[src/rtl/vga_pkg.sv]
`default_nettype none
// ============================================================================
// Module   : vga_pkg
// Brief    : Shared slot record, colour types and helpers for the compositor.
// Revision : 1.0 - initial release
// ============================================================================
package vga_pkg;

  localparam int c_H_BITS  = 10;
  localparam int c_V_BITS  = 9;
  localparam int c_R_BITS  = 7;
  localparam int c_COLOR_W = 4;

  typedef struct packed {
    logic                on;
    logic [c_H_BITS-1:0] x;
    logic [c_V_BITS-1:0] y;
    logic [c_R_BITS-1:0] r;
  } slot_t;

  typedef struct packed {
    logic [c_COLOR_W-1:0] r;
    logic [c_COLOR_W-1:0] g;
    logic [c_COLOR_W-1:0] b;
  } rgb_t;

  localparam rgb_t c_BLACK = '0;
  localparam rgb_t c_WHITE = '1;

  typedef enum logic {
    MODE_SQUARE = 1'b0,
    MODE_CIRCLE = 1'b1
  } hit_mode_e;

  // The ball always occupies the slot just past the last plate.
  function automatic int ball_slot(input int num_plates);
    return num_plates;
  endfunction

  function automatic rgb_t unpack_rgb(input logic [3*c_COLOR_W-1:0] v);
    return rgb_t'(v);
  endfunction

  function automatic logic [3*c_COLOR_W-1:0] pack_rgb(input rgb_t c);
    return c;
  endfunction

endpackage
`default_nettype wire

[src/rtl/vga_obj_hit.sv]
`default_nettype none
// ============================================================================
// Module   : vga_obj_hit
// Brief    : Two-stage hit test of one object slot (square plate or round ball).
// Revision : 1.0 - initial release
// ============================================================================
module vga_obj_hit
  import vga_pkg::*;
#(
  parameter int H_BITS = c_H_BITS,
  parameter int V_BITS = c_V_BITS,
  parameter int R_BITS = c_R_BITS
) (
  input  logic              clk,
  input  logic              rst,
  input  hit_mode_e         mode,
  input  logic              on,
  input  logic [H_BITS-1:0] x,
  input  logic [V_BITS-1:0] y,
  input  logic [R_BITS-1:0] r,
  input  logic [H_BITS-1:0] hcnt,
  input  logic [V_BITS-1:0] vcnt,
  output logic              hit
);

  localparam int c_D_W  = ((H_BITS > V_BITS) ? H_BITS : V_BITS) + 1;
  localparam int c_SQ_W = 2 * c_D_W;

  logic signed [c_D_W-1:0]  w_dx, w_dy, w_adx, w_ady;
  logic                     w_sq_hit;
  logic signed [c_D_W-1:0]  r_dx, r_dy;
  logic [R_BITS-1:0]        r_r;
  logic                     r_on, r_sq_hit, r_hit;
  logic signed [c_SQ_W-1:0] w_dx_ext, w_dy_ext;
  logic [c_SQ_W-1:0]        w_dx2, w_dy2;
  logic [c_SQ_W:0]          w_sum, w_r_ext, w_r2;
  logic                     w_circ_hit;

  // Zero-extend then subtract so objects hanging off any screen edge never wrap.
  assign w_dx     = $signed(c_D_W'(hcnt)) - $signed(c_D_W'(x));
  assign w_dy     = $signed(c_D_W'(vcnt)) - $signed(c_D_W'(y));
  assign w_adx    = w_dx[c_D_W-1] ? -w_dx : w_dx;
  assign w_ady    = w_dy[c_D_W-1] ? -w_dy : w_dy;
  assign w_sq_hit = on && ($unsigned(w_adx) <= c_D_W'(r)) && ($unsigned(w_ady) <= c_D_W'(r));

  assign w_dx_ext   = c_SQ_W'(r_dx);
  assign w_dy_ext   = c_SQ_W'(r_dy);
  assign w_dx2      = $unsigned(w_dx_ext * w_dx_ext);
  assign w_dy2      = $unsigned(w_dy_ext * w_dy_ext);
  assign w_sum      = (c_SQ_W+1)'(w_dx2) + (c_SQ_W+1)'(w_dy2);
  assign w_r_ext    = (c_SQ_W+1)'(r_r);
  assign w_r2       = w_r_ext * w_r_ext;
  assign w_circ_hit = r_on && (w_sum < w_r2);

  always_ff @(posedge clk or negedge rst) begin
    if (!rst) begin
      r_dx     <= '0;
      r_dy     <= '0;
      r_r      <= '0;
      r_on     <= 1'b0;
      r_sq_hit <= 1'b0;
      r_hit    <= 1'b0;
    end else begin
      r_dx     <= w_dx;
      r_dy     <= w_dy;
      r_r      <= r;
      r_on     <= on;
      r_sq_hit <= w_sq_hit;
      r_hit    <= (mode == MODE_CIRCLE) ? w_circ_hit : r_sq_hit;
    end
  end

  assign hit = r_hit;

endmodule
`default_nettype wire

[src/rtl/vga_layer_compositor.sv]
`default_nettype none
// ============================================================================
// Module   : vga_layer_compositor
// Brief    : Ball/plates/overlay/background compositor with frame-atomic
//            object table and a 3-stage pixel pipeline.
// Revision : 1.0 - initial release
// ============================================================================
module vga_layer_compositor
  import vga_pkg::*;
#(
  parameter int H_BITS     = c_H_BITS,
  parameter int V_BITS     = c_V_BITS,
  parameter int NUM_PLATES = 4,
  parameter int R_BITS     = c_R_BITS,
  parameter int COLOR_W    = c_COLOR_W
) (
  input  logic                 clk,
  input  logic                 rst,
  input  logic                 frame_start,
  input  logic                 pix_valid,
  input  logic [H_BITS-1:0]    Hcnt,
  input  logic [V_BITS-1:0]    Vcnt,
  input  logic                 obj_wr_en,
  output logic                 obj_wr_ready,
  input  logic [3:0]           obj_wr_sel,
  input  logic [H_BITS-1:0]    obj_wr_x,
  input  logic [V_BITS-1:0]    obj_wr_y,
  input  logic [R_BITS-1:0]    obj_wr_r,
  input  logic                 obj_wr_on,
  input  logic                 commit,
  output logic                 commit_pending,
  input  logic                 end_game,
  input  logic [3*COLOR_W-1:0] overlay_rgb,
  input  logic [3*COLOR_W-1:0] bg_rgb,
  output logic [COLOR_W-1:0]   Red,
  output logic [COLOR_W-1:0]   Green,
  output logic [COLOR_W-1:0]   Blue,
  output logic                 out_valid
);

  localparam int c_BALL_SLOT = ball_slot(NUM_PLATES);
  localparam int c_NUM_SLOTS = NUM_PLATES + 1;

  slot_t                  r_shadow [c_NUM_SLOTS];
  slot_t                  r_active [c_NUM_SLOTS];
  logic                   r_commit_pending;
  logic                   w_wr_accept, w_copy;
  logic [c_NUM_SLOTS-1:0] w_hit;
  logic [3:0]             r_h1, r_v1, r_h2, r_v2;
  logic                   r_pv1, r_pv2, r_out_valid;
  rgb_t                   w_pix, r_rgb;

  assign obj_wr_ready   = !r_commit_pending;
  assign commit_pending = r_commit_pending;
  assign w_wr_accept    = obj_wr_en && !r_commit_pending;
  // A commit that coincides with an accepted write defers the copy so the write is included.
  assign w_copy         = frame_start && (r_commit_pending || (commit && !w_wr_accept));

  always_ff @(posedge clk or negedge rst) begin
    if (!rst) begin
      for (int i = 0; i < c_NUM_SLOTS; i++) begin
        r_shadow[i] <= '0;
        r_active[i] <= '0;
      end
      r_commit_pending <= 1'b0;
    end else begin
      for (int i = 0; i < c_NUM_SLOTS; i++) begin
        if (w_wr_accept && (obj_wr_sel == 4'(i))) begin
          r_shadow[i] <= '{on: obj_wr_on, x: c_H_BITS'(obj_wr_x),
                           y: c_V_BITS'(obj_wr_y), r: c_R_BITS'(obj_wr_r)};
        end
        if (w_copy) begin
          r_active[i] <= r_shadow[i];
        end
      end
      if (w_copy) begin
        r_commit_pending <= 1'b0;
      end else if (commit) begin
        r_commit_pending <= 1'b1;
      end
    end
  end

  for (genvar g = 0; g < c_NUM_SLOTS; g++) begin : g_slot
    vga_obj_hit #(
      .H_BITS (H_BITS),
      .V_BITS (V_BITS),
      .R_BITS (R_BITS)
    ) u_hit (
      .clk  (clk),
      .rst  (rst),
      .mode ((g == c_BALL_SLOT) ? MODE_CIRCLE : MODE_SQUARE),
      .on   (r_active[g].on),
      .x    (H_BITS'(r_active[g].x)),
      .y    (V_BITS'(r_active[g].y)),
      .r    (R_BITS'(r_active[g].r)),
      .hcnt (Hcnt),
      .vcnt (Vcnt),
      .hit  (w_hit[g])
    );
  end

  // Plate pattern depends only on the pixel position, so any plate hit selects it.
  always_comb begin
    w_pix = unpack_rgb(bg_rgb);
    if (end_game) begin
      w_pix = unpack_rgb(overlay_rgb);
    end else if (w_hit[c_BALL_SLOT]) begin
      w_pix = c_BLACK;
    end else if (|w_hit[NUM_PLATES-1:0]) begin
      w_pix = '{r: r_v2, g: r_h2, b: {r_h2[1:0], r_v2[1:0]}};
    end
  end

  always_ff @(posedge clk or negedge rst) begin
    if (!rst) begin
      r_h1        <= '0;
      r_v1        <= '0;
      r_pv1       <= 1'b0;
      r_h2        <= '0;
      r_v2        <= '0;
      r_pv2       <= 1'b0;
      r_rgb       <= c_BLACK;
      r_out_valid <= 1'b0;
    end else begin
      r_h1        <= Hcnt[3:0];
      r_v1        <= Vcnt[3:0];
      r_pv1       <= pix_valid;
      r_h2        <= r_h1;
      r_v2        <= r_v1;
      r_pv2       <= r_pv1;
      r_rgb       <= r_pv2 ? w_pix : c_BLACK;
      r_out_valid <= r_pv2;
    end
  end

  assign Red       = r_rgb.r;
  assign Green     = r_rgb.g;
  assign Blue      = r_rgb.b;
  assign out_valid = r_out_valid;

endmodule
`default_nettype wire

[config.mk]
export PLATFORM = sky130hd
export DESIGN_NAME = vga_layer_compositor
export DESIGN_NICKNAME = d
export VERILOG_FILES = /design/src/rtl/vga_pkg.sv /design/src/rtl/vga_obj_hit.sv /design/src/rtl/vga_layer_compositor.sv
export SDC_FILE = /design/constraint.sdc
export NUM_CORES = 1
export LEC_CHECK = 0
export ABC_AREA = 1
export BUFFER_PORTS_ARGS = -buffer_cell sky130_fd_sc_hd__clkbuf_2
export CAP_MARGIN = 20
export CORE_ASPECT_RATIO = 1.4
export CORE_MARGIN = 10
export CORE_UTILIZATION = 35
export DETAILED_ROUTE_END_ITERATION = 8
export PLACE_DENSITY_LB_ADDON = 0.08
export SYNTH_ARGS = -nofsm -noshare
export SYNTH_HDL_FRONTEND = slang
export SYNTH_HIERARCHICAL = 1
export SYNTH_SLANG_ARGS = --single-unit
[constraint.sdc]
create_clock -name clk -period 13.82 [get_ports clk]
set_input_delay 1.382 -clock clk [delete_from_list [all_inputs] [get_ports clk]]
set_output_delay 1.382 -clock clk [all_outputs]
set_load 0.02 [all_outputs]
# --- After elaboration in Yosys (flattened, before gate mapping) ---
# Index checks and enable logic that the tools add are counted.
op_classes:
  n_mux: 14
  add_sub_neg: 19
  n_mul: 3
  n_lt_le_gt_ge: 9
  reduce_logical: 23
  n_eq_ne: 4
ops:
  columns: ["cell", "count"]
  rows:
  - ["$le 11x7->1", 8]
  - ["$mux 11", 8]
  - ["$neg 11->11", 8]
  - ["$sub 10x10->11", 5]
  - ["$sub 9x9->10", 5]
  - ["$mux 12", 4]
  - ["$add 22x22->23", 1]
  - ["$lt 23x23->1", 1]
  - ["$mul 11x11->22", 1]
  - ["$mul 10x10->20", 1]
  - ["$logic_and 1x1->1", 17]
  - ["$mul 7x7->14", 1]
  - ["$eq 4x2->1 const B", 2]
  - ["$eq 4x1->1 const B", 1]
  - ["$eq 4x3->1 const B", 1]
  - ["$logic_not 4->1", 1]
  - ["$reduce_or 4->1", 1]
  - ["$logic_not 1->1", 2]
  - ["$mux 1", 2]
  - ["$reduce_bool 2->1", 1]
  - ["$logic_or 1x1->1", 1]
word_totals:
  input_bits: 81
  register_bits: 340
  wordCells: 136

# --- Depth between registers and ports, before layout ---
# Gate-level depths: netlist (run 1).
logic_depth:
  word_depth: 7
  ltp_mapped: 37
  depth_no_buf: 36

# --- Hierarchy ---
# Netlist (run 1), hierarchy kept.
by_module_without_submodules:
  columns: ["module", "area_each_um2", "n_inst", "cells_each", "seq_area_each_um2"]
  rows:
  - ["vga_obj_hit (g_slot[2].u_hit)", 13235.2, 1, 1752, 775.7]
  - ["vga_obj_hit (g_slot[1].u_hit)", 13212.7, 1, 1769, 775.7]
  - ["vga_obj_hit (g_slot[3].u_hit)", 13166.4, 1, 1738, 775.7]
  - ["vga_obj_hit (g_slot[0].u_hit)", 13161.4, 1, 1757, 775.7]
  - ["vga_obj_hit (g_slot[4].u_hit)", 13125.1, 1, 1740, 775.7]
  - ["vga_layer_compositor", 11477.3, 1, 1157, 7557.2]

# --- Least setup slack after synthesis (run 1) ---
# OpenSTA, ideal clock, no wires.
synth_timing:
  path_kind: "register -> register"
  startpoint: "register g_slot[4].u_hit.r_dy[3]"
  endpoint: "register g_slot[4].u_hit.r_hit"
  path_buffers: 1
  t_required_ns: 13.757
  setup_time_ns: 0.063
  setup_slack_ns: 7.503
  stages_incl_launch_ff: 36
  t_arrival_ns: 6.253
  period_less_slack_ns: 6.317
  cell_sequence: "dfrtp_1 -> clkbuf_1 -> nand2_1 -> fa_1 -> inv_1 -> ha_1 -> a21oi_1 -> fa_1 -> inv_1 -> fa_1 -> inv_1 -> fa_1 -> inv_1 -> ha_1 -> a21oi_1 -> o21ai_0 -> a21oi_1 -> o21ai_0 -> xor2_1 -> ha_1 -> nand2_1 -> inv_1 -> a21oi_1 -> nand2_1 -> a31oi_1 -> xnor2_1 -> ha_1 -> nor3_1 -> nand4_1 -> a21oi_1 -> nand2_1 -> nor2_1 -> nand3_1 -> nor2_1 -> nand2_1 -> nand2_1"
synth_between:
  elab_chain_cells: 4
synth_rtl:
  columns: ["item", "line", "text"]
  rows:
  - ["start, declared", "vga_obj_hit.sv:31", "logic signed [c_D_W-1:0] r_dx, r_dy;"]
  - ["start signal, assigned", "vga_obj_hit.sv:65", "r_dy <= w_dy;"]
  - ["$mul 10x10->20", "vga_obj_hit.sv:49", "assign w_dy2 = $unsigned(w_dy_ext * w_dy_ext);"]
  - ["$add 22x22->23", "vga_obj_hit.sv:50", "assign w_sum = (c_SQ_W+1)'(w_dx2) + (c_SQ_W+1)'(w_dy2);"]
  - ["$lt 23x23->1", "vga_obj_hit.sv:53", "assign w_circ_hit = r_on && (w_sum < w_r2);"]
  - ["$logic_and 1x1->1", "vga_obj_hit.sv:53", null]
  - ["end signal, assigned", "vga_obj_hit.sv:69", "r_hit <= (mode == MODE_CIRCLE) ? w_circ_hit : r_sq_hit;"]
  - ["end, declared", "vga_obj_hit.sv:33", "logic r_on, r_sq_hit, r_hit;"]
# Every way passes these cells.
# A chain may end at the register's enable or synchronous reset.

# --- Final worst setup path (run 1) ---
layout_timing:
  startpoint: "register g_slot[4].u_hit.r_dy[5]"
  endpoint: "register g_slot[4].u_hit.r_hit"
# The elaborated chain is that of the path after synthesis.

==> results of run 1 <==
metrics by stage:
step | instances | cell area (um^2) | hold WS (ns)
2_1_floorplan | 9920 | 77400 | 0.331
3_3_place_gp | 12716 | 80600 | 0.333
3_5_place_dp | 12716 | 80600 | 0.336
4_1_cts | 12814 | 82500 | 0.349
5_1_grt | 12816 | 82500 | 0.351
6_report | 12816 | 82500 | 0.346
flip-flops by register name, indices dropped and copies added, names as in the netlist, 5 cells and up:
register	flops
g_slot.u_hit/r_dy	50
g_slot.u_hit/r_on	5
g_slot.u_hit/r_dx	55
g_slot.u_hit/r_r	35
r_active	135
g_slot.u_hit/r_sq_hit	5
r_shadow	135
g_slot.u_hit/hit	5
layout make-up:
cell class | instances | area [um^2]
sequential | 457 | 11400
multi-input combinational | 6735 | 55500
inverter | 2536 | 9530
clock buffer | 69 | 1480
timing repair buffer | 106 | 621
clock inverter | 29 | 349
fill | 23229 | 138000
tap | 2884 | 3610
cell usage after synthesis (96+ instances only):
library cell	number
dfrtp_1	457
clkbuf_1	121
nand3_1	327
o21ai_0	145
nand4_1	100
xnor2_1	144
inv_1	2504
a21oi_1	462
o21ai_1	96
fa_1	1020
nor2_1	455
ha_1	920
nand2_1	2296
xor2_1	313
routing by layer:
metal  GRT usage [%]  up-vias  wire (um)
met3            1.27      237       4620
li1                -    29856          -
met1            21.9    29342      91700
met5               0        -         30
met2            33.8      691     111000
met4            3.75        6       5180
final timing paths:
check | from | to | slack (ns)
max | g_slot[4].u_hit/r_dy[5] | g_slot[4].u_hit/hit | 6.73
min | r_v1[3] | r_v2[3] | 0.35
max reg2reg | g_slot[4].u_hit/r_dy[5] | g_slot[4].u_hit/hit | 6.73
min reg2reg | r_v1[3] | r_v2[3] | 0.35
max in group asynchronous | rst | r_active[92] | 10.77
min in group asynchronous | rst | g_slot[2].u_hit/r_dx[4] | 0.81
logic make-up (layout without fill, tap and decap cells):
family          Yosys count  count (layout)  synth area share, %
flops                   457             457                 14.8
buf+inv                2728            2740                 13.6
simple gates           3375            3375                 18.0
compound gates          947             947                 7.07
xor+xnor                461             461                 5.27
mux                       3               3               0.0437
other cells               2               9              0.00971
fa+ha+maj              1940            1940                 41.3
==> results.py, run 1 <==
metrics = {
    "run_status": {
        "status": "completed",
    },
    "critical_path": {
        "path_buf_inv": 5,
        "cp-start-kind": "flop",
        "cpMostUsedCell": "nand2_1",
        "r2r_cells": 34,
        "critPathTopFamily": "adder cells",
        "cp_max_fo": 12,
        "critical_path_arrival_ns": 7.69,
        "cp_slowest_cell": "dfrtp_1",
        "critPathMaxStageDelay_ns": 0.64,
        "worstSetupPathDepth": 34,
        "crit_path_end_kind": "flop",
        "critPathKind": "flop to flop",
        "cp.required_ns": 14.42,
    },
    "detailed_routing": {
        "wirelength_mm": 213,
        "drt_iter0_drc": 2499,
        "dr.pass1.iters": 8,
        "via_count": 60132,
        "wl_per_cell_um": 16.6,
        "ant_nets": 0,
        "post-route-drc-count": 0,
        "viasPerCell": 4.69,
    },
    "timing": {
        "timing.final.ws_setup_ns": 6.73,
        "slew_violations": 0,
        "rsz0062_at_grt": "no",
        "hold_viol_final": 0,
        "max_freq_mhz": 141,
        "finalCritPeriodShare_pct": 51.3,
        "setup_viol": 0,
        "tightest_slew_ns": 1.02,
        "period_needed_ns": 7.09,
        "max_slew_margin_pct": 32.2,
        "fin_skew_ns": 0.0676,
        "tns_ns": 0,
    },
    "floorplan": {
        "die_height_um": 576,
        "start_util_pct": 35.1,
        "die_w_um": 417,
        "io_pins": 96,
        "core_um2": 220000,
        "dieArea_um2": 241000,
        "core.rowCount": 204,
    },
    "global_route": {
        "grt_pass1_vias": 65098,
        "grt_pass1_wl_mm": 347,
        "globalRouteTotalUtil_pct": 17.8,
        "grt_max_degree": 130,
        "antenna_found_initial": 9,
        "grt_overflow": 0,
    },
    "finish": {
        "diodes": 0,
        "fin_nets": 11909,
        "syn_to_final_growth_pct": 6.63,
        "mostFrequentLayoutCells": "2504 x inv_1, 2296 x nand2_1, 1020 x fa_1, 920 x ha_1, 462 x a21oi_1",
        "fin_util_pct": 37.5,
        "final_common_cell": "inv_1",
        "drive_above_1_share_pct": 4.05,
    },
    "yosys": {
        "syn_avg_cell_area_um2": 7.81,
        "netlist_instances": 9913,
        "synth_top_cell_area_share_pct": 26.4,
        "yosysTopAreaCell": "fa_1",
        "synth_edf_count": 0,
        "ys.warnings.count": 6,
        "synthesis.area_um2": 77400,
        "ys_seq_area_share_pct": 14.8,
        "synth_async_sr_flop_share_pct": 100,
        "synth_seq_cells": 457,
        "synthTopCellsByArea": "fa_1 26%, ha_1 15%, dfrtp_1 15%, inv_1 12%, nand2_1 11%",
        "synth_cell_types": 66,
        "synth-main-ff-cell": "dfrtp_1",
    },
    "clock_tree": {
        "htree_num_levels": 2,
        "clk_pin_slew_ns": 0.06,
        "clk_latency_ns": 0.67,
        "clk_path_buf_depth": 3,
        "post_cts_buffers": 0,
        "clkSinkCount": 457,
        "root_buffer": "clkbuf_16",
        "cts_tree": "done",
        "numCtsBuffers": 52,
        "cts_hold_buf": 0,
        "cts_repair_resize_count": 0,
    },
    "placement": {
        "gp_congestion": 0.867,
        "io_buffers": 95,
        "dpl_worst_slack_ns": 6.67,
        "hpwlAfterDp_mm": 179,
    },
    "flow_run": {
        "max-cap-violations": 0,
    },
    "min_path": {
        "hold_depth": 0,
        "hold_path_class": "flop to flop",
    },
}
Power of run 1 is left out: the tool's default activity adds up to more than one toggle a clock period on the data nets, which glitch-free logic cannot reach.
==> run 2: changes to the inputs <==
--- a/config.mk
+++ b/config.mk
@@ -5,7 +5,7 @@
 export SDC_FILE = /design/constraint.sdc
 export NUM_CORES = 1
 export LEC_CHECK = 0
-export ABC_AREA = 1
+export ABC_AREA = 0
 export BUFFER_PORTS_ARGS = -buffer_cell sky130_fd_sc_hd__clkbuf_2
 export CAP_MARGIN = 20
 export CORE_ASPECT_RATIO = 1.4
==> constraint.sdc (replaced) <==
create_clock -name clk -period 7.25 [get_ports clk]
set_input_delay 0.725 -clock clk [delete_from_list [all_inputs] [get_ports clk]]
set_output_delay 0.725 -clock clk [all_outputs]
set_load 0.02 [all_outputs]
==> results.py, run 2 <==
metrics = {
    "clock_tree": {
        "clk_path_buf_depth": 3,
        "clkSinkCount": 457,
        "clk_pin_slew_ns": 0.08,
        "numCtsBuffers": 56,
        "clk_latency_ns": 0.68,
        "root_buffer": "clkbuf_16",
        "cts_tree": "done",
        "htree_num_levels": 2,
    },
    "finish": {
        "mostFrequentLayoutCells": "1795 x inv_1, 1020 x fa_1, 920 x ha_1, 487 x nand2_1, 447 x dfrtp_1",
        "stdcell_area_um2": 80100,
        "final_common_cell": "inv_1",
        "fin_nets": 9980,
        "syn_to_final_growth_pct": 7.61,
        "drive_above_1_share_pct": 7.97,
        "fin_util_pct": 37.8,
        "reg_top3": "r_active x135, r_shadow x135, g_slot.u_hit/r_dx x55",
    },
    "critical_path": {
        "cp_slowest_cell": "or4_1",
        "cpMostUsedCell": "fa_1",
        "critPathMaxStageDelay_ns": 0.56,
        "critPathTopFamily": "adder cells",
        "cp.required_ns": 7.82,
        "timing.rr.end": "g_slot[4].u_hit/hit",
        "worstReg2RegStart": "g_slot[4].u_hit/r_dx[4]",
        "r2r_cells": 27,
        "crit_path_end_kind": "flop",
        "cp_max_fo": 4,
        "path_buf_inv": 5,
        "critical_path_arrival_ns": 7.47,
        "critPathKind": "flop to flop",
        "r2r_setup_slack_ns": 0.35,
        "cp-start-kind": "flop",
    },
    "yosys": {
        "synth_seq_cells": 457,
        "synth_edf_count": 0,
        "synth_common_cells": "1797 x inv_1, 1020 x fa_1, 920 x ha_1, 487 x nand2_1, 457 x dfrtp_1",
        "synthesis.area_um2": 74500,
        "synth-main-ff-cell": "dfrtp_1",
        "syn_avg_cell_area_um2": 9.40,
        "synth_top_cell_area_share_pct": 27.4,
        "synthTopCellsByArea": "fa_1 27%, ha_1 15%, dfrtp_1 15%, inv_1 9.1%, xnor2_1 4.3%",
        "ys.warnings.count": 6,
        "synth_cell_types": 119,
        "ys_seq_area_share_pct": 15.4,
        "yosysMostFrequentCell": "inv_1",
        "synth_async_sr_flop_share_pct": 100,
        "yosysTopAreaCell": "fa_1",
        "netlist_instances": 7925,
    },
    "timing": {
        "finalCritPeriodShare_pct": 95.2,
        "tns_ns": 0,
        "timing.final.ws_setup_ns": 0.351,
        "fin_skew_ns": 0.0685,
        "max_slew_margin_pct": 29.0,
        "tightest_slew_ns": 1.07,
        "slew_violations": 0,
        "max_freq_mhz": 145,
        "hold_viol_final": 0,
        "period_needed_ns": 6.90,
        "setup_viol": 0,
    },
    "detailed_routing": {
        "dr.pass1.iters": 5,
        "wirelength_mm": 190,
        "viasPerCell": 4.82,
        "wl_per_cell_um": 17.5,
        "post-route-drc-count": 0,
        "drt_iter0_drc": 2060,
        "ant_nets": 0,
        "via_count": 52186,
    },
    "floorplan": {
        "die_w_um": 410,
        "core_um2": 212000,
        "core.rowCount": 200,
        "io_pins": 96,
        "start_util_pct": 35.1,
        "die_height_um": 566,
        "dieArea_um2": 232000,
    },
    "placement": {
        "io_buffers": 95,
        "gp_congestion": 0.813,
        "hpwlAfterDp_mm": 159,
        "placed_area_um2": 78100,
        "dpl_worst_slack_ns": -0.204,
    },
    "global_route": {
        "grt_overflow": 0,
        "grt_pass1_wl_mm": 307,
        "antenna_found_initial": 24,
        "grt_max_degree": 137,
        "grt_pass1_vias": 56698,
        "globalRouteTotalUtil_pct": 16.6,
    },
    "flow_run": {
        "max-cap-violations": 0,
    },
    "run_status": {
        "status": "completed",
    },
    "min_path": {
        "hold_path_class": "primary input to asynchronous set/reset pin",
    },
}
## run 2: cell count changes in the layout (fill, tap and decap cells not counted), sizes merged, moves of 70 or more
cell / previous run / this run
nand2: 2336 / 489
inv: 2538 / 1801
and2: 9 / 315
mux2: 3 / 279
nand3: 341 / 99
xnor2: 145 / 364
xor2: 316 / 98
a21oi: 473 / 263
nor2: 467 / 319
nor2b: 1 / 124
o21ai: 305 / 194
o21a: 11 / 90
nand2b: 0 / 70
## run 2: per-layer routing
metal / up-vias / GRT usage [%] / part of all wire (%)
met2: 531 / 30.7 / 52
met4: 6 / 3.40 / 2.2
li1: 25327 / - / -
met3: 182 / 1.77 / 3.0
met1: 26140 / 20.6 / 43
met5: - / 0 / 0.023
## run 2: cell families after synthesis
logic type | Yosys count | synth area share, %
buffers and inverters | 1973 | 10.1
adders and majority gates | 1940 | 42.9
AOI/OAI and AO/OA | 1022 | 9.32
muxes | 317 | 4.93
DFF | 457 | 15.4
other | 2 | 0.0101
xor gates and xnor gates | 462 | 5.44
and+or+nand+nor | 1752 | 12.0
## run 2: layout make-up
class / count / area [um^2]
fillers: 21560 / 132000
clock inverters: 26 / 317
well taps: 2828 / 3540
multi-input cells: 5502 / 55600
clock buffers: 74 / 1570
flip-flops and latches: 457 / 11400
repair buffers: 135 / 811
diodes: 8 / 20.0
inverters: 1807 / 6790
## run 2: worst max-delay path by stage
stage	start	endpoint	slack, ns	cells past startpoint
2_1_floorplan	g_slot[4].u_hit/r_dx[10]	g_slot[4].u_hit/hit	0.45	27
3_3_place_gp	g_slot[4].u_hit/r_dy[6]	g_slot[4].u_hit/hit	-0.07	26
3_5_place_dp	g_slot[4].u_hit/r_dy[6]	g_slot[4].u_hit/hit	-0.20	26
4_1_cts	g_slot[4].u_hit/r_dx[4]	g_slot[4].u_hit/hit	0.07	27
5_1_grt	g_slot[4].u_hit/r_dx[4]	g_slot[4].u_hit/hit	-0.01	28
6_report	g_slot[4].u_hit/r_dx[4]	g_slot[4].u_hit/hit	0.35	27
## run 2: per-stage QoR
step	instances	hold slack (ns)
6_report	10837	0.132
5_1_grt	10831	0.174
4_1_cts	10822	0.144
3_5_place_dp	10722	0.335
3_3_place_gp	10722	0.332
2_1_floorplan	7932	0.331
## run 2: repair_timing
| item | in CTS | in global routing |
|---|---|---|
| pin swaps | 0 | 4 |
| buffers inserted | 0 | 7 |
| resized for setup | 1 | 29 |
| cloned | 0 | 0 |
| hold buffers | 0 | 0 |
| endpoints found under the setup margin | 1 | 1 |
Power of run 2 is left out for the same reason.
